===== src/rtl/peristaltic_pump_ctrl.sv =====
// Three-valve peristaltic pump sequencer: 6-phase valve pattern with programmable dwell, direction and cycle count.
// Phase pattern appears the clock after start; all outputs are registered, and reset forces every valve closed at once.
module peristaltic_pump_ctrl #(
    parameter int DWELL_W = 16,
    parameter int CNT_W   = 16
) (
    input  logic               i_clk,
    input  logic               i_rst_n,
    input  logic               i_start,
    input  logic               i_dir,
    input  logic               i_pause,
    input  logic               i_abort,
    input  logic [DWELL_W-1:0] i_dwell,
    input  logic [CNT_W-1:0]   i_n_cycles,
    output logic [2:0]         o_valve_ctrl,
    output logic               o_busy,
    output logic               o_done,
    output logic               o_aborted,
    output logic [CNT_W-1:0]   o_cycle_count,
    output logic [2:0]         o_phase
);

    typedef enum logic [1:0] {S_IDLE, S_PUMP, S_SETTLE, S_DONE} state_t;

    localparam logic [DWELL_W-1:0] DW_ONE  = {{(DWELL_W-1){1'b0}}, 1'b1};
    localparam logic [CNT_W-1:0]   CNT_ONE = {{(CNT_W-1){1'b0}}, 1'b1};
    localparam logic [2:0]         ALL_CLOSED = 3'b111;

    state_t             r_state;
    logic               r_dir;
    logic [DWELL_W-1:0] r_dwell;
    logic [DWELL_W-1:0] r_dwell_cnt;
    logic [CNT_W-1:0]   r_n_cycles;
    logic [CNT_W-1:0]   r_cycle_cnt;
    logic [2:0]         r_phase;
    logic [2:0]         r_valve;
    logic               r_busy;
    logic               r_done;
    logic               r_aborted;

    logic               w_dwell_end;
    logic [2:0]         w_next_phase;
    logic               w_cycle_end;
    logic [CNT_W-1:0]   w_cycle_inc;

    // Gray-like ring: exactly one valve toggles between neighbouring phases.
    function automatic logic [2:0] f_pattern(input logic [2:0] p);
        case (p)
            3'd0:    f_pattern = 3'b110;
            3'd1:    f_pattern = 3'b100;
            3'd2:    f_pattern = 3'b101;
            3'd3:    f_pattern = 3'b001;
            3'd4:    f_pattern = 3'b011;
            3'd5:    f_pattern = 3'b010;
            default: f_pattern = ALL_CLOSED;
        endcase
    endfunction

    always_comb begin
        w_dwell_end  = (r_dwell_cnt == (r_dwell - DW_ONE));
        if (r_dir)
            w_next_phase = (r_phase == 3'd0) ? 3'd5 : (r_phase - 3'd1);
        else
            w_next_phase = (r_phase == 3'd5) ? 3'd0 : (r_phase + 3'd1);
        w_cycle_end  = (w_next_phase == 3'd0);
        w_cycle_inc  = r_cycle_cnt + CNT_ONE;
    end

    always_ff @(posedge i_clk or negedge i_rst_n) begin
        if (!i_rst_n) begin
            r_state     <= S_IDLE;
            r_dir       <= 1'b0;
            r_dwell     <= DW_ONE;
            r_dwell_cnt <= '0;
            r_n_cycles  <= '0;
            r_cycle_cnt <= '0;
            r_phase     <= 3'd0;
            r_valve     <= ALL_CLOSED;
            r_busy      <= 1'b0;
            r_done      <= 1'b0;
            r_aborted   <= 1'b0;
        end else begin
            case (r_state)
                S_IDLE: begin
                    r_valve <= ALL_CLOSED;
                    r_done  <= 1'b0;
                    if (i_start) begin
                        r_dir       <= i_dir;
                        r_dwell     <= (i_dwell == '0) ? DW_ONE : i_dwell;
                        r_n_cycles  <= i_n_cycles;
                        r_cycle_cnt <= '0;
                        r_aborted   <= 1'b0;
                        r_dwell_cnt <= '0;
                        r_phase     <= 3'd0;
                        if (i_n_cycles == '0) begin
                            r_state <= S_DONE;
                            r_done  <= 1'b1;
                        end else begin
                            r_state <= S_PUMP;
                            r_busy  <= 1'b1;
                            r_valve <= f_pattern(3'd0);
                        end
                    end
                end
                S_PUMP: begin
                    if (i_abort) begin
                        r_state     <= S_SETTLE;
                        r_aborted   <= 1'b1;
                        r_valve     <= ALL_CLOSED;
                        r_phase     <= 3'd0;
                        r_dwell_cnt <= '0;
                    end else if (!i_pause) begin
                        if (w_dwell_end) begin
                            r_dwell_cnt <= '0;
                            if (w_cycle_end && (w_cycle_inc == r_n_cycles)) begin
                                r_cycle_cnt <= w_cycle_inc;
                                r_state     <= S_SETTLE;
                                r_valve     <= ALL_CLOSED;
                                r_phase     <= 3'd0;
                            end else begin
                                if (w_cycle_end)
                                    r_cycle_cnt <= w_cycle_inc;
                                r_phase <= w_next_phase;
                                r_valve <= f_pattern(w_next_phase);
                            end
                        end else begin
                            r_dwell_cnt <= r_dwell_cnt + DW_ONE;
                        end
                    end
                end
                S_SETTLE: begin
                    r_valve <= ALL_CLOSED;
                    if (w_dwell_end) begin
                        r_dwell_cnt <= '0;
                        r_state     <= S_DONE;
                        r_busy      <= 1'b0;
                        r_done      <= 1'b1;
                    end else begin
                        r_dwell_cnt <= r_dwell_cnt + DW_ONE;
                    end
                end
                S_DONE: begin
                    r_valve <= ALL_CLOSED;
                    r_done  <= 1'b0;
                    r_busy  <= 1'b0;
                    r_state <= S_IDLE;
                end
                default: begin
                    r_state <= S_IDLE;
                    r_valve <= ALL_CLOSED;
                    r_busy  <= 1'b0;
                    r_done  <= 1'b0;
                end
            endcase
        end
    end

    assign o_valve_ctrl  = r_valve;
    assign o_busy        = r_busy;
    assign o_done        = r_done;
    assign o_aborted     = r_aborted;
    assign o_cycle_count = r_cycle_cnt;
    assign o_phase       = r_phase;

endmodule


===== config.mk =====
export PLATFORM = sky130hd
export DESIGN_NAME = peristaltic_pump_ctrl
export DESIGN_NICKNAME = d
export VERILOG_FILES = /design/src/rtl/peristaltic_pump_ctrl.sv
export SDC_FILE = /design/constraint.sdc
export NUM_CORES = 1
export LEC_CHECK = 0
export BUFFER_PORTS_ARGS = -buffer_cell sky130_fd_sc_hd__buf_2
export CORE_ASPECT_RATIO = 0.7
export CORE_MARGIN = 2
export CORE_UTILIZATION = 59
export CTS_CLUSTER_DIAMETER = 60
export DETAILED_ROUTE_END_ITERATION = 6
export PLACE_DENSITY = 0.92
export SYNTH_ARGS = -nofsm -noshare
export SYNTH_HDL_FRONTEND = slang
export SYNTH_SLANG_ARGS = --single-unit
export TNS_END_PERCENT = 100

===== constraint.sdc =====
create_clock -name i_clk -period 3.9 [get_ports i_clk]
set_input_delay 0.78 -clock i_clk [delete_from_list [all_inputs] [get_ports i_clk]]
set_output_delay 0.78 -clock i_clk [all_outputs]
set_load 0.02 [all_outputs]

==> results of run 1 <==
-- registers in the layout (all words and copies together) (netlist names) --
name / flops
o_aborted: 1
o_busy: 1
o_cycle_count: 16
o_done: 1
o_phase: 3
o_valve_ctrl: 3
r_dir: 1
r_dwell: 16
r_dwell_cnt: 16
r_n_cycles: 16
r_state: 2
-- routing by layer --
layer | vias up | wire length (um) | track usage (%)
met5 | - | 0 | 0
met4 | 0 | 277 | 8.31
met3 | 42 | 1390 | 9.00
met2 | 295 | 5960 | 46.1
met1 | 2224 | 5660 | 41.0
li1 | 2119 | - | -
-- cell usage in the layout, fill, tap and decap left out, types with 18 or more instances in the layout --
master	count
mux2_2	34
nor2_1	29
a21oi_1	23
buf_2	61
dfrtp_1	72
xnor2_1	31
nor4_1	18
nand2_1	52
nand3_1	23
inv_1	29
-- through the flow --
stage | hold WS [ns] | util [%]
global placement | 0.499 | 64.6
floorplan | 0.484 | -
detailed placement | 0.500 | 64.6
CTS | 0.510 | 67.7
finish | 0.511 | 67.7
global route | 0.512 | 67.7
-- layout make-up --
class / instances / area (um^2) / share of cell area, %
repair buffers: 67 / 350 / 6.15
flip-flops and latches: 76 / 1910 / 33.5
clock buffers: 14 / 254 / 4.46
inverters: 29 / 109 / 1.91
well taps: 105 / 131 / 2.31
multi-input cells: 414 / 2930 / 51.5
clock inverters: 2 / 12.5 / 0.220
-- power by group through the flow --
stage | Sequential, mW | Clock (mW) | Combinational, mW
after floorplan | 1.30 | 0 | 1.23
after global placement | 1.35 | 0 | 1.52
after detailed placement | 1.37 | 0 | 1.58
after CTS | 1.36 | 0.773 | 1.60
after global routing | 1.40 | 0.808 | 1.78
final | 1.37 | 0.761 | 1.63
-- how the worst max path moves through the flow --
stage,end,cells after the start
final,r_state[0],9
after detailed placement,o_cycle_count[6],10
after global routing,r_state[0],9
after global placement,o_cycle_count[5],10
after CTS,r_state[0],9
after floorplan,r_state[0],9
-- cell families after synthesis --
family	count (synthesis)	synth area share, %
adder cells (fa/ha/maj)	9	2.22
AND/OR/NAND/NOR	198	21.0
multiplexers	35	7.73
buffers and inverters	61	4.80
AO/OA/AOI/OAI	127	19.0
XOR/XNOR	45	7.75
flip-flops	76	37.5
==> summary.txt, run 1 <==
Die
  – Total Die Area: 9380 um^2
  – Initial Util: about three fifths
  – Die width: 115 um
  – Boundary pin count: 63
  – CORE AREA: around 8400 um^2
  – Overall die height: 81.7 um
  – # rows: 28

Routing
  – Drt total wl: 13.3 mm
  – Avg WL per Cell: 18.8 um
  – Drt drc: 0
  – Vias per cell: 6.62
  – Detailed-router iteration count before antenna repair: 5
  – Detailed-route via count: 4680
  – Drt initial violations: 544
  – Number of routed nets with antenna violations: 0

Worst setup path
  – Crit-path most repeated cell: nand3_1
  – CP Cell Sequence: ha_1 -> nand3_1 -> nor4_1 -> nand3_1 -> xnor2_1 -> a2111oi_0 -> nand4_1 -> a21boi_0 -> o32ai_1
  – Worst-case reg-to-reg path depth: 9
  – Crit path DAT: about 3.8 ns
  – Reg2Reg Launch Point: o_cycle_count[0]
  – CP Max Fanout: 10
  – Reg-to-reg slack, setup: 0.36 ns
  – CP top delay family: simple AND/OR/NAND/NOR gates
  – Req. time, crit path: 4.11 ns
  – Crit path max-delay cell type: nor4_1
  – Start point of the critical path: o_cycle_count[0]
  – RR Endpoint: r_state[0]
  – CP max stage delay: 0.70 ns
  – Setup CP Type: reg -> reg
  – CP bufs+invs: 0
  – CP endpoint kind: flop
  – Startpoint types: flop

Global routing
  – Total Routing Usage GR: around 30%
  – Vias in the first global route: ~4.2k
  – Gr ovfl total: 0
  – Largest net degree at the start of global routing: a little under 80
  – Initial antenna violation count: 0
  – First-pass GRT wire length: 21.6 mm

Placed design
  – Place WS: 0.572 ns
  – Post-DP Area: around 5400 um^2
  – DP HPWL: 9.74 mm
  – Post-Place Cells: roughly 690
  – Gpl congestion: 0.959
  – Port-buffer cells: 62

Timing
  – Setup ws final: 0.363 ns
  – Skew final: approximately 0.0052 ns
  – Setup TNS: 0 ns
  – Final setup fails: 0
  – Worst Tran Pin Value: 0.961 ns
  – Final hold vios: 0
  – Final Cycle Share: 90.7%
  – Max Slew Vio Count: 0
  – Highest Clock Rate: roughly 0.28 GHz
  – Min Tclk post-route: 3.54 ns
  – Slew HR: 36.0%
  – RSZ-0062 raised after global routing: no

Synthesis
  – Synth Cell Area: 5080 um^2
  – Top-count cell post-synth: dfrtp_1
  – Post-synth EDFFs: 0
  – Ys async rst share: 100%
  – Top cell type's share of synthesized area: 35.5%
  – Number of synthesized register bits: 76
  – Syn Nets: 598
  – Sequential area share after synthesis: 37.5%
  – Synth top cells by count: dfrtp_1, nand2_1, mux2_2, xnor2_1
  – Syn. warnings: 0
  – Post-Syn Instances: 551
  – Distinct cells, synth: 75
  – Top_reg_cell synth: dfrtp_1
  – Area leader, netlist: dfrtp_1
  – Synthesized area per cell: about 9.2 um^2
  – Area contributors post-synth: dfrtp_1, mux2_2, xnor2_1, nand2_1, o311ai_2

Hold path
  – WHS Path Cells: 1
  – Hold Crit Class: reg -> reg
  – Worst hold start: o_valve_ctrl[0]
  – Hold endpoint: o_valve_ctrl[0]

Power
  – Max rail drop VDD: 0.374 mV
  – Net switching power: 1.55 mW
  – Design Power: 3.76 mW
  – Leakage: 2.34 nW
  – Power per cell area: 660 nW/um^2
  – Switching Fraction: between 40% and 50%
  – Seq pwr share: 36.5%
  – Internal: 2.20 mW
  – Part of the power in combinational logic: a little over two fifths
  – Clock power share: 20.3%

Clock tree
  – Hold buffers post-CTS: 0
  – Worst-Skew Late Latency: ~0.34 ns
  – Post-cts sizing count: 0
  – Total CTS buffers: 9
  – Htree depth: 3
  – Clock tree buffer depth: 2
  – Post-CTS setup buffers: 0
  – Clock sink total: 76
  – Clock input transition at the sequential cells of the worst setup and hold paths: 0.05 ns
  – Clock tree from TritonCTS: done
  – CTS root buf: clkbuf_16

Finish
  – Non-Filler Instances: 707
  – Fill cell count: 661
  – N_diodes: 0
  – Fraction of layout cells with a size suffix above 1: 23.3%
  – Area growth from synthesis to layout: 12.1%
  – Nets@finish: 644
  – Final Cell Area: 5700 um^2

Run
  – Max capacitance violation total: 0

Run status
  – Status: finished clean
Power figures use the tool's default switching activity.
==> inputs of run 2 (changes only) <==
--- a/config.mk
+++ b/config.mk
@@ -8,10 +8,10 @@
 export BUFFER_PORTS_ARGS = -buffer_cell sky130_fd_sc_hd__buf_2
 export CORE_ASPECT_RATIO = 0.7
 export CORE_MARGIN = 2
-export CORE_UTILIZATION = 59
+export CORE_UTILIZATION = 60
 export CTS_CLUSTER_DIAMETER = 60
 export DETAILED_ROUTE_END_ITERATION = 6
-export PLACE_DENSITY = 0.92
+export PLACE_DENSITY = 0.93
 export SYNTH_ARGS = -nofsm -noshare
 export SYNTH_HDL_FRONTEND = slang
 export SYNTH_SLANG_ARGS = --single-unit
==> constraint.sdc (replaced) <==
create_clock -name i_clk -period 4.46 [get_ports i_clk]
set_input_delay 0.892 -clock i_clk [delete_from_list [all_inputs] [get_ports i_clk]]
set_output_delay 0.892 -clock i_clk [all_outputs]
set_load 0.02 [all_outputs]
==> run 2 against run 1 <==
  * Non-clock buffer count fell by 2
  * Die area fell by 1.6%
  * First-iteration DRC count fell by 13%
  * Worst setup slack improved by 0.62 ns
  * Critical endpoint unchanged
==> summary.txt, run 2 (synthesized netlist as in run 1, its figures left out) <==
Die
  – # rows: 28 (unchanged)
  – CORE AREA: 8340 um^2 (-0.83%)
  – Overall die height: 81.0 um (-0.79%)
  – Total Die Area: 9230 um^2 (-1.6%)
  – Boundary pin count: 63 (unchanged)
  – Initial Util: 61.0% (+0.51 points)
  – Die width: 114 um (-0.80%)

Clock tree
  – Post-CTS setup buffers: 0 (unchanged)
  – CTS root buf: clkbuf_16
  – Htree depth: 3 (unchanged)
  – Clock sink total: 76 (unchanged)
  – Total CTS buffers: 9 (unchanged)
  – Worst-Skew Late Latency: 0.35 ns (about the same)
  – Hold buffers post-CTS: 0 (unchanged)
  – Clock tree buffer depth: 2 (unchanged)
  – Post-cts sizing count: 0 (unchanged)
  – Clock input transition at the sequential cells of the worst setup and hold paths: 0.06 ns (about the same)
  – Clock tree from TritonCTS: done

Timing
  – Hold slack final: 0.509 ns (-0.00248 ns)
  – Highest Clock Rate: 0.287 GHz (+1.7%)
  – Worst Tran Pin Value: 0.954 ns (-0.00709 ns)
  – Final Cycle Share: 78.0% (-13 points)
  – Final hold vios: 0 (unchanged)
  – Final setup fails: 0 (unchanged)
  – RSZ-0062 raised after global routing: no
  – Slew HR: 36.4% (+0.47 points)
  – Skew final: 0.00762 ns (+0.00241 ns)
  – Min Tclk post-route: 3.48 ns (-0.0589 ns)
  – Setup TNS: 0 ns (unchanged)
  – Max Slew Vio Count: 0 (unchanged)
  – Setup ws final: 0.981 ns (+0.619 ns)

Placed design
  – Place WS: 1.11 ns (+0.535 ns)
  – DP HPWL: 9.59 mm (-1.6%)
  – Gpl congestion: 0.942 (-1.8%)
  – Port-buffer cells: 62 (unchanged)
  – Post-DP Area: 5410 um^2 (-0.28%)

Global routing
  – Vias in the first global route: 4291 (+1.2%)
  – Largest net degree at the start of global routing: 77 (unchanged)
  – Top Usage Layer GRT: met2
  – Grt met2 use: 47.0% (+0.96 points)
  – Initial antenna violation count: 0 (unchanged)
  – Total Routing Usage GR: 29.7% (-0.094 points)
  – First-pass GRT wire length: 21.5 mm (-0.70%)
  – Global Route met1 Usage: 40.8% (-0.22 points)
  – Met3 Resource Use GR: 6.34% (-2.7 points)
  – Gr ovfl total: 0 (unchanged)

Finish
  – Final Cell Area: 5750 um^2 (+0.99%)
  – Reg area: 1910 um^2 (unchanged)
  – Area of the multi-input gates: 2930 um^2 (unchanged)
  – Nets@finish: 642 (-0.31%)
  – Commonest non-fill, non-tap cell in the layout: dfrtp_1
  – Fraction of layout cells with a size suffix above 1: 23.5% (+0.24 points)
  – N_diodes: 0 (unchanged)
  – Fill cell count: 647 (-2.1%)
  – Area growth from synthesis to layout: 13.2%
  – Most frequent cells in the layout: dfrtp_1, buf_2, nand2_1

Routing
  – Drt drc: 0 (unchanged)
  – Number of routed nets with antenna violations: 0 (unchanged)
  – Detailed-route via count: 4627 (-1.1%)
  – Vias per cell: 6.56 (-0.85%)
  – Drt initial violations: 472 (-13%)
  – Detailed-router iteration count before antenna repair: 5 (unchanged)
  – Drt total wl: 13.0 mm (-2.0%)
  – Avg WL per Cell: 18.5 um (-1.8%)

Hold path
  – Hold Crit Class: reg -> reg

Worst setup path
  – Startpoint types: flop
  – CP endpoint kind: flop
  – Crit path DAT: 3.72 ns (-0.03 ns)
  – Req. time, crit path: 4.70 ns (+0.59 ns)
  – Setup CP Type: reg -> reg
  – CP Max Fanout: 10 (unchanged)

Power
  – Power per cell area: 594 nW/um^2 (-9.9%)
  – Leakage: 2.37 nW (+1.1%)
  – Design Power: 3.42 mW (-9.0%)
  – Max rail drop VDD: 0.424 mV (+13%)

Run status
  – Status: finished clean

Run
  – Max capacitance violation total: 0 (unchanged)
## run 2: cell types whose count changed in the layout (fill, tap and decap cells not counted)
cell and change:
clkbuf_1 -3, buf_4 -2, clkinv_2 -1, bufinv_16 +2, clkbuf_8 +2
## run 2: layout make-up
class / count / area share, %
multi-input combinational: 414 / 51.0
sequential: 76 / 33.2
timing repair buffer: 65 / 5.83
clock buffer: 13 / 4.70
tap: 105 / 2.28
inverter: 29 / 1.89
clock inverter: 3 / 1.17
## run 2: critical path: stages, from the launching register on
cell and delay [ns]:
dfrtp_1 0.49, ha_1 0.27, nand3_1 0.30, nor4_1 0.75, nand3_1 0.28, xnor2_1 0.20, a2111oi_0 0.46, nand4_1 0.23
o21a_1 0.18, o32ai_1 0.22
## run 2: metrics by stage
| stage | std cells | util (%) |
|---|---|---|
| 2_1_floorplan | 551 | - |
| 3_3_place_gp | 689 | 64.9 |
| 3_5_place_dp | 689 | 64.9 |
| 4_1_cts | 705 | 69.0 |
| 5_1_grt | 705 | 69.0 |
| 6_report | 705 | 69.0 |
## run 2: report_power, final
group,switching [mW],internal [mW]
combinational,0.784,0.616
clock,0.280,0.536
sequential,0.292,0.909
total,1.36,2.06
## run 2: path summary, 6_finish.rpt
kind	from	to	depth (start not counted)	slack, ns
min in group asynchronous	i_rst_n	r_dwell[10]	1	0.69
max in group asynchronous	i_rst_n	o_cycle_count[9]	1	3.15
setup / recovery	o_cycle_count[0]	r_state[0]	9	0.98
setup reg to reg	o_cycle_count[0]	r_state[0]	9	0.98
hold / removal	o_valve_ctrl[0]	o_valve_ctrl[0]	1	0.51
hold reg to reg	o_valve_ctrl[0]	o_valve_ctrl[0]	1	0.51
## run 2: per-layer routing
layer | routed length [um] | share of wire, %
met4 | 265 | 2.0
met5 | 0 | 0
met2 | 5980 | 46
met3 | 1050 | 8.1
met1 | 5720 | 44
